--- src/rtl/alu_seq_pkg.sv ---
// Shared types and opcode constants for the ALU operand/opcode sequencer.
package alu_seq_pkg;

    typedef enum logic [2:0] {
        S_LOAD_A    = 3'd0,
        S_LOAD_B    = 3'd1,
        S_SELECT_OP = 3'd2,
        S_EXEC      = 3'd3,
        S_SHOW      = 3'd4
    } seq_state_t;

    localparam int NUM_OPS = 10;

    localparam logic [3:0] OP_ADD = 4'd0;
    localparam logic [3:0] OP_SUB = 4'd1;
    localparam logic [3:0] OP_AND = 4'd2;
    localparam logic [3:0] OP_OR  = 4'd3;
    localparam logic [3:0] OP_XOR = 4'd4;
    localparam logic [3:0] OP_LSR = 4'd5;
    localparam logic [3:0] OP_LSL = 4'd6;
    localparam logic [3:0] OP_MOD = 4'd7;
    localparam logic [3:0] OP_MUL = 4'd8;
    localparam logic [3:0] OP_DIV = 4'd9;

    localparam logic [3:0] LAST_OP = 4'(NUM_OPS - 1);

endpackage

--- src/rtl/btn_debounce.sv ---
// Synchronizes one active-low push-button, filters bounce, and emits a
// single-cycle pulse when the filtered level goes from released to pressed.
module btn_debounce #(
    parameter int DEBOUNCE_CYCLES = 16
) (
    input  logic clk,
    input  logic rst_n,
    input  logic btn_n,
    output logic press
);

    localparam int CW = (DEBOUNCE_CYCLES > 2) ? $clog2(DEBOUNCE_CYCLES) : 1;
    localparam logic [CW-1:0] LAST_COUNT = CW'(DEBOUNCE_CYCLES - 1);

    logic          sync_1;
    logic          sync_2;
    logic          level;
    logic          settle;
    logic [CW-1:0] count;

    // The sample that completes a full run of mismatches is itself the last one counted.
    assign settle = (sync_2 != level) && (count == LAST_COUNT);

    always_ff @(posedge clk or negedge rst_n) begin
        if (!rst_n) begin
            sync_1 <= 1'b1;
            sync_2 <= 1'b1;
            level  <= 1'b1;
            count  <= '0;
            press  <= 1'b0;
        end else begin
            sync_1 <= btn_n;
            sync_2 <= sync_1;
            press  <= settle && !sync_2;
            if (sync_2 == level) begin
                count <= '0;
            end else if (settle) begin
                level <= sync_2;
                count <= '0;
            end else begin
                count <= count + CW'(1);
            end
        end
    end

endmodule

--- src/rtl/alu_op_sequencer.sv ---
// Button-driven front end for the ALU: operand/opcode entry FSM, registered
// ALU inputs, result/flag capture and the value shown on the 7-segment display.
module alu_op_sequencer
    import alu_seq_pkg::*;
#(
    parameter int N               = 4,
    parameter int DEBOUNCE_CYCLES = 16
) (
    input  logic         clk,
    input  logic         rst_n,
    input  logic [N-1:0] sw,
    input  logic         btn_next_n,
    input  logic         btn_prev_n,
    input  logic         btn_enter_n,
    input  logic [N-1:0] alu_result,
    input  logic         alu_v,
    input  logic         alu_c,
    input  logic         alu_n,
    input  logic         alu_z,
    output logic [N-1:0] alu_a,
    output logic [N-1:0] alu_b,
    output logic [3:0]   alu_control,
    output logic [N-1:0] result_q,
    output logic [3:0]   flags_q,
    output logic         done,
    output logic [2:0]   state_q,
    output logic [N-1:0] disp_value
);

    seq_state_t   state;
    seq_state_t   state_n;
    logic [N-1:0] a_n;
    logic [N-1:0] b_n;
    logic [3:0]   control_n;
    logic [N-1:0] result_n;
    logic [3:0]   flags_n;
    logic         done_n;
    logic         next_press;
    logic         prev_press;
    logic         enter_press;

    btn_debounce #(.DEBOUNCE_CYCLES(DEBOUNCE_CYCLES)) u_next (
        .clk   (clk),
        .rst_n (rst_n),
        .btn_n (btn_next_n),
        .press (next_press)
    );

    btn_debounce #(.DEBOUNCE_CYCLES(DEBOUNCE_CYCLES)) u_prev (
        .clk   (clk),
        .rst_n (rst_n),
        .btn_n (btn_prev_n),
        .press (prev_press)
    );

    btn_debounce #(.DEBOUNCE_CYCLES(DEBOUNCE_CYCLES)) u_enter (
        .clk   (clk),
        .rst_n (rst_n),
        .btn_n (btn_enter_n),
        .press (enter_press)
    );

    always_ff @(posedge clk or negedge rst_n) begin
        if (!rst_n) begin
            state       <= S_LOAD_A;
            alu_a       <= '0;
            alu_b       <= '0;
            alu_control <= '0;
            result_q    <= '0;
            flags_q     <= '0;
            done        <= 1'b0;
        end else begin
            state       <= state_n;
            alu_a       <= a_n;
            alu_b       <= b_n;
            alu_control <= control_n;
            result_q    <= result_n;
            flags_q     <= flags_n;
            done        <= done_n;
        end
    end

    // Enter always takes priority in SELECT_OP; opposing next/prev cancel out.
    always_comb begin
        state_n   = state;
        a_n       = alu_a;
        b_n       = alu_b;
        control_n = alu_control;
        result_n  = result_q;
        flags_n   = flags_q;
        done_n    = 1'b0;
        case (state)
            S_LOAD_A: begin
                if (enter_press) begin
                    a_n     = sw;
                    state_n = S_LOAD_B;
                end
            end
            S_LOAD_B: begin
                if (enter_press) begin
                    b_n     = sw;
                    state_n = S_SELECT_OP;
                end
            end
            S_SELECT_OP: begin
                if (enter_press) begin
                    state_n = S_EXEC;
                end else if (next_press && !prev_press) begin
                    control_n = (alu_control == LAST_OP) ? 4'd0 : alu_control + 4'd1;
                end else if (prev_press && !next_press) begin
                    control_n = (alu_control == 4'd0) ? LAST_OP : alu_control - 4'd1;
                end
            end
            S_EXEC: begin
                result_n = alu_result;
                flags_n  = {alu_v, alu_c, alu_n, alu_z};
                done_n   = 1'b1;
                state_n  = S_SHOW;
            end
            S_SHOW: begin
                if (enter_press) begin
                    state_n = S_LOAD_A;
                end
            end
            default: begin
                state_n = S_LOAD_A;
            end
        endcase
    end

    always_comb begin
        case (state)
            S_SELECT_OP, S_EXEC: disp_value = N'(alu_control);
            S_SHOW:              disp_value = result_q;
            default:             disp_value = sw;
        endcase
    end

    assign state_q = state;

endmodule

--- config.mk ---
export PLATFORM = sky130hd
export DESIGN_NAME = alu_op_sequencer
export DESIGN_NICKNAME = d
export VERILOG_FILES = /design/src/rtl/alu_seq_pkg.sv /design/src/rtl/btn_debounce.sv /design/src/rtl/alu_op_sequencer.sv
export SDC_FILE = /design/constraint.sdc
export NUM_CORES = 1
export LEC_CHECK = 0
export BUFFER_PORTS_ARGS = -buffer_cell sky130_fd_sc_hd__buf_2
export CAP_MARGIN = 10
export CORE_MARGIN = 3
export CORE_UTILIZATION = 45
export CTS_BUF_LIST = sky130_fd_sc_hd__clkbuf_4 sky130_fd_sc_hd__clkbuf_8 sky130_fd_sc_hd__clkbuf_16
export DETAILED_ROUTE_END_ITERATION = 10
export PLACE_DENSITY = 0.68
export SLEW_MARGIN = 5
export SYNTH_ARGS = -nofsm -noshare
export SYNTH_HDL_FRONTEND = slang
export SYNTH_SLANG_ARGS = --single-unit
--- constraint.sdc ---
create_clock -name clk -period 2.9 [get_ports clk]
set_clock_uncertainty 0.15 [all_clocks]
set_input_delay 0.29 -clock clk [delete_from_list [all_inputs] [get_ports clk]]
set_output_delay 0.29 -clock clk [all_outputs]
set_load 0.02 [all_outputs]
==> Word level (Yosys, flattened, before mapping) <==
Cells that the tools add are included.
{ "word_totals": {"output_inout_bits": 28, "inputBits": 17, "regBits": 48, "wordCells": 90} }
{ "classes": {"n_addsub": 5, "n_eq_ne": 18, "reduce_logical": 24, "mux": 17, "bitwise_logic": 4} }
{ "op_table": {"columns": ["cell", "n"], "rows": [
  ["2-to-1 mux 4 bit", 10],
  ["adder 4 x 1 -> 4 bit, second input constant", 4],
  ["equality test 4 bit, second input constant", 4],
  ["case mux 3 bit (5 select lines)", 1],
  ["2-to-1 mux 3 bit", 4],
  ["AND reduction 2 bit", 5],
  ["logical AND 1 bit", 8],
  ["inequality test 2 x 1 -> 1 bit, second input constant", 4],
  ["case mux 4 bit (2 select lines)", 1],
  ["equality test 3 x 2 -> 1 bit, second input constant", 2],
  ["logical NOT 1 bit", 5],
  ["logical NOT 4 bit", 1],
  ["NOT 1 bit", 4],
  ["AND reduction 4 bit", 1],
  ["subtractor 4 x 1 -> 4 bit, second input constant", 1],
  ["equality test 1 bit", 3],
  ["equality test 3 x 1 -> 1 bit, second input constant", 1],
  ["equality test 3 bit, second input constant", 1],
  ["logical NOT 3 bit", 1],
  ["inequality test 1 bit", 3],
  ["AND reduction 3 bit", 1],
  ["nonzero test 2 bit", 1],
  ["OR reduction 2 bit", 1],
  ["2-to-1 mux 1 bit", 1]
]} }

==> Logic depth before layout (Yosys ltp) <==
{ "logic_depth": {"depth_word": 4, "mapped_depth": 6, "ltp_nobuf": 5} }

==> By module <==
Synthesis repeated with hierarchy kept, for this count alone.
{ "unflattened": {"cells_unflattened": 179, "area_unflattened_um2": 2203.4} }
{ "by_module_without_submodules": {"columns": ["module", "seq_area_each_um2", "cells_each", "n_inst", "area_each_um2"], "rows": [
  ["alu_op_sequencer", 600.6, 115, 1, 1263.7],
  ["btn_debounce at u_enter ...", 203.9, 22, 2, 316.6],
  ["btn_debounce at u_next", 203.9, 20, 1, 306.5]
]} }

==> Worst setup path after synthesis <==
Ideal clock, no wire load.
{ "synth_path": {"kind": "register to register", "startpoint": "register u_next.press", "endpoint": "register alu_control[2]", "slack_ps": 761, "arrival_time_ps": 1863, "n_path_buf": 1, "path_stages_with_launch": 6, "path_cell_list": "dfrtp_1 ha_1 or4b_1 buf_2 o41a_1 a311o_1"} }
{ "synth_via": {"elab_chain_cells": 4, "elab_cells_between_ends": 6} }
{ "synth_lines": {"columns": ["element", "line_no", "source"], "rows": [
  ["start: declaration", "btn_debounce.sv:9", "output logic press"],
  ["start signal: assignment", "btn_debounce.sv:34", "press <= settle && !sync_2;"],
  ["logical NOT 1 bit", "alu_op_sequencer.sv:110", "end else if (prev_press && !next_press) begin"],
  ["logical AND 1 bit", "alu_op_sequencer.sv:110", null],
  ["nonzero test 2 bit (no source line)", null, null],
  ["AND reduction 3 bit (no source line)", null, null],
  ["end signal: assignment", "alu_op_sequencer.sv:76", "alu_control <= control_n;"],
  ["end: declaration", "alu_op_sequencer.sv:22", "output logic [3:0] alu_control,"]
]} }
Parallel ways exist; a longest one is shown, timed or not.
A chain may end at the register's enable or synchronous reset.

==> Worst setup path after layout <==
{ "layout_path": {"startpoint": "register state[1], in the netlist state_q[1]", "endpoint": "register alu_control[2]"} }
{ "layout_via": {"elab_chain_cells": 2} }
{ "layout_lines": {"columns": ["element", "line_no", "source"], "rows": [
  ["start: declaration", "alu_op_sequencer.sv:30", "seq_state_t state;"],
  ["start signal: assignment", "alu_op_sequencer.sv:73", "state <= state_n;"],
  ["equality test 3 x 2 -> 1 bit", "alu_op_sequencer.sv:92", "case (state)"],
  ["AND reduction 3 bit (no source line)", null, null]
]} }
No other way between the ends.

==> flow_summary.json <==
{
  "crit_slowest_cell": "dfrtp_1",
  "ys_seq_elements": 48,
  "drc": 0,
  "cts.clk_slew.worst_paths_ns": 0.08,
  "insertion_delay_ns": 0.29,
  "syn2layout_area_growth_pct": 17.11,
  "syn_nets": 197,
  "start_util_pct": 47.89,
  "drive_gt1_share_pct": 38.46,
  "setup_violations": 0,
  "synth_cells": 176,
  "rsz0062_at_grt": "false",
  "dp_hpwl_um": 2787,
  "status": "finished, final reports clean",
  "r2r-start": "state_q[1]",
  "diodes": 0,
  "start_kind": "register",
  "relSlewSlack_pct": 31.92,
  "ys_types": 40,
  "viasPerCell": 5.432,
  "fillCellCount": 392,
  "critPathKind": "reg2reg",
  "crit_family": "compound AO/OA/AOI/OAI gates",
  "die_y_um": 75.24,
  "crit_path_max_incr_delay_ns": 0.64,
  "final_cell_count_no_fill": 273,
  "place_inst": 262,
  "grt_pass1_vias": 1519,
  "cp.arrival_ns": 2.29,
  "pin_count": 45,
  "layout.nets": 241,
  "cts_buffer_depth": 2,
  "yosysWarnings": 0,
  "slew_violations": 0,
  "power_density_nw_per_um2": 470.4,
  "cts_buffers": 5,
  "antenna_found_initial": 0,
  "seq_area_frac_synth_pct": 56.21,
  "total_power_w": 0.001188,
  "clockRootBuffer": "clkbuf_8",
  "core_area_um2": 4504,
  "layout_commonest_cell": "buf_2",
  "wl_um": 4013,
  "ctsResizeCount": 0,
  "cts-htree-levels": 2,
  "synth_area_per_cell_um2": 12.26,
  "drt_iter0_markers": 73,
  "grt_pass1_wl_um": 6934,
  "r2r_end": "alu_control[2]",
  "crit_fanout": 15,
  "synthesis.area_um2": 2157,
  "reg2reg_setup_slack_ns": 0.64,
  "cellLeakagePower_nw": 1.201,
  "cp.buffers_inverters": 0,
  "cts_tree": "done",
  "first_pass_iters": 4,
  "die-width_um": 75.24,
  "multi_input_area_um2": 879.6,
  "setup-tns-final_ns": 0,
  "routedWlPerCell_um": 14.70,
  "reg2reg_depth": 3,
  "period_needed_ns": 2.261,
  "finalCritPeriodShare_pct": 77.95,
  "worstMarginPinSlew_ns": 1.021,
  "worstPathRequired_ns": 2.93,
  "seq_area_um2": 1212,
  "grt_max_degree": 49,
  "hold_viol": 0,
  "routabilityCongestion": 0.7263,
  "mostFrequentLayoutCells": "44 x buf_2, 39 x dfrtp_1, 20 x mux2_2, 9 x nor2_1, 9 x dfstp_2",
  "via_count": 1483,
  "crit_chain": "or4b_1, o41a_1, a311o_1",
  "clock_sinks": 48,
  "numPortBuffers": 44,
  "std_cell_rows": 24,
  "peakVddDrop_v": 0.0002863,
  "antenna_left": 0,
  "end_kind": "register",
  "overflow": 0,
  "hold_class": "in2async",
  "cap_violations": 0,
  "grt.total_usage_pct": 16.31,
  "dieArea_um2": 5660,
  "fmax_mhz": 442.4
}
[report_power, final]
group          leakage (nW)  total (W)  switching (W)  internal (W)
logic                 0.537  0.0000819      0.0000459     0.0000359
clock network        0.0510   0.000398       0.000208      0.000190
registers             0.613   0.000708      0.0000159      0.000693
total                  1.20    0.00119       0.000269      0.000919
[metal layers]
metal  part of all wire (%)  track usage, %
met4                   0.87           4.660
met2                     45           25.82
met5                      0               0
met3                    5.4           4.406
met1                     48           22.23
[through the flow]
step / cell area, um2 / hold slack, ns / util [%] / setup WS, ns
2_1_floorplan: 2157 / -0.1556 / - / 0.7611
3_3_place_gp: 2404 / 0.1957 / 53.36 / 0.6805
3_5_place_dp: 2404 / 0.1973 / 53.36 / 0.6436
4_1_cts: 2526 / 0.06089 / 56.08 / 0.6327
5_1_grt: 2526 / 0.06717 / 56.08 / 0.5211
6_report: 2526 / 0.01851 / 56.08 / 0.6394
[cells by family (layout without fill, tap and decap cells)]
| logic type | Yosys count | count (layout) | synth area share (%) |
|---|---|---|---|
| muxes | 24 | 24 | 12.30 |
| buffers and inverters | 17 | 62 | 3.016 |
| xor gates and xnor gates | 8 | 8 | 3.248 |
| adders and majority gates | 4 | 4 | 2.320 |
| and+or+nand+nor | 43 | 43 | 12.24 |
| AOI/OAI and AO/OA | 32 | 32 | 10.67 |
| DFF | 48 | 48 | 56.21 |
[flip-flops by register name (all words and copies together) (netlist names)]
register / cells
alu_a: 4
alu_b: 4
alu_control: 4
flags_q: 4
result_q: 4
u_enter.count: 4
u_next.count: 4
u_prev.count: 4
state_q: 3
done: 1
u_enter.level: 1
u_enter.press: 1
u_enter.sync_1: 1
u_enter.sync_2: 1
u_next.level: 1
u_next.press: 1
u_next.sync_1: 1
u_next.sync_2: 1
u_prev.level: 1
u_prev.press: 1
u_prev.sync_1: 1
u_prev.sync_2: 1
[synth_stat cells]
library cell   n  area [um2]
o211ai_1       4       30.03
o41a_1         2       22.52
nor2_1         9       33.78
or3_1          4       25.02
buf_2          1       5.000
nand4b_1       4       35.03
o31ai_1        1       7.510
o22ai_1        1       6.260
nor3_1         1       5.000
nor3b_1        5       37.54
or2_2          2       12.51
a31o_2         2       17.52
nand3b_1       3       22.52
xnor2_1        6       52.55
a21boi_0       2       15.01
buf_1          1       3.750
or4b_1         1       10.01
or4_1          1       7.510
ha_1           4       50.05
o21ai_0        6       30.03
a211o_1        1       8.760
xor2_1         2       17.52
a311oi_1       2       17.52
o32ai_1        1       8.760
clkbuf_1       8       30.03
a21o_1         1       7.510
nor2b_1        6       37.54
mux2_2        20       225.2
inv_1          7       26.28
nand3_1        3       15.01
o31a_1         1       8.760
a21oi_1        5       25.02
nand2b_1       3       18.77
a31oi_1        1       6.260
mux2i_1        4       40.04
nand2_1        1       3.750
a311o_1        1       10.01
dfrtp_1       39       975.9
o41ai_1        1       8.760
dfstp_2        9       236.5
[layout make-up]
type | instances | area share (%)
Timing Repair Buffer | 47 | 9.906
Tap cell | 52 | 2.576
Clock inverter | 2 | 0.3962
Multi-Input combinational cell | 111 | 34.82
Sequential cell | 48 | 47.99
Clock buffer | 6 | 3.269
Inverter | 7 | 1.040
[worst max-delay path by stage]
stage	from	end	slack, ns	cells after the start
detailed placement	u_next.press	alu_control[2]	0.64	4
finish	state_q[1]	alu_control[2]	0.64	3
global route	state_q[1]	alu_control[2]	0.52	3
CTS	u_next.press	alu_control[2]	0.63	4
global placement	u_next.press	alu_control[2]	0.68	4
floorplan	u_next.press	alu_control[2]	0.76	5
[what timing repair did]
item	in CTS	in global routing
setup endpoints to repair	0	0
buffers inserted	0	0
hold endpoints to repair	3	0
hold buffers	3	0
No activity file was read; power rests on OpenSTA's default activity.
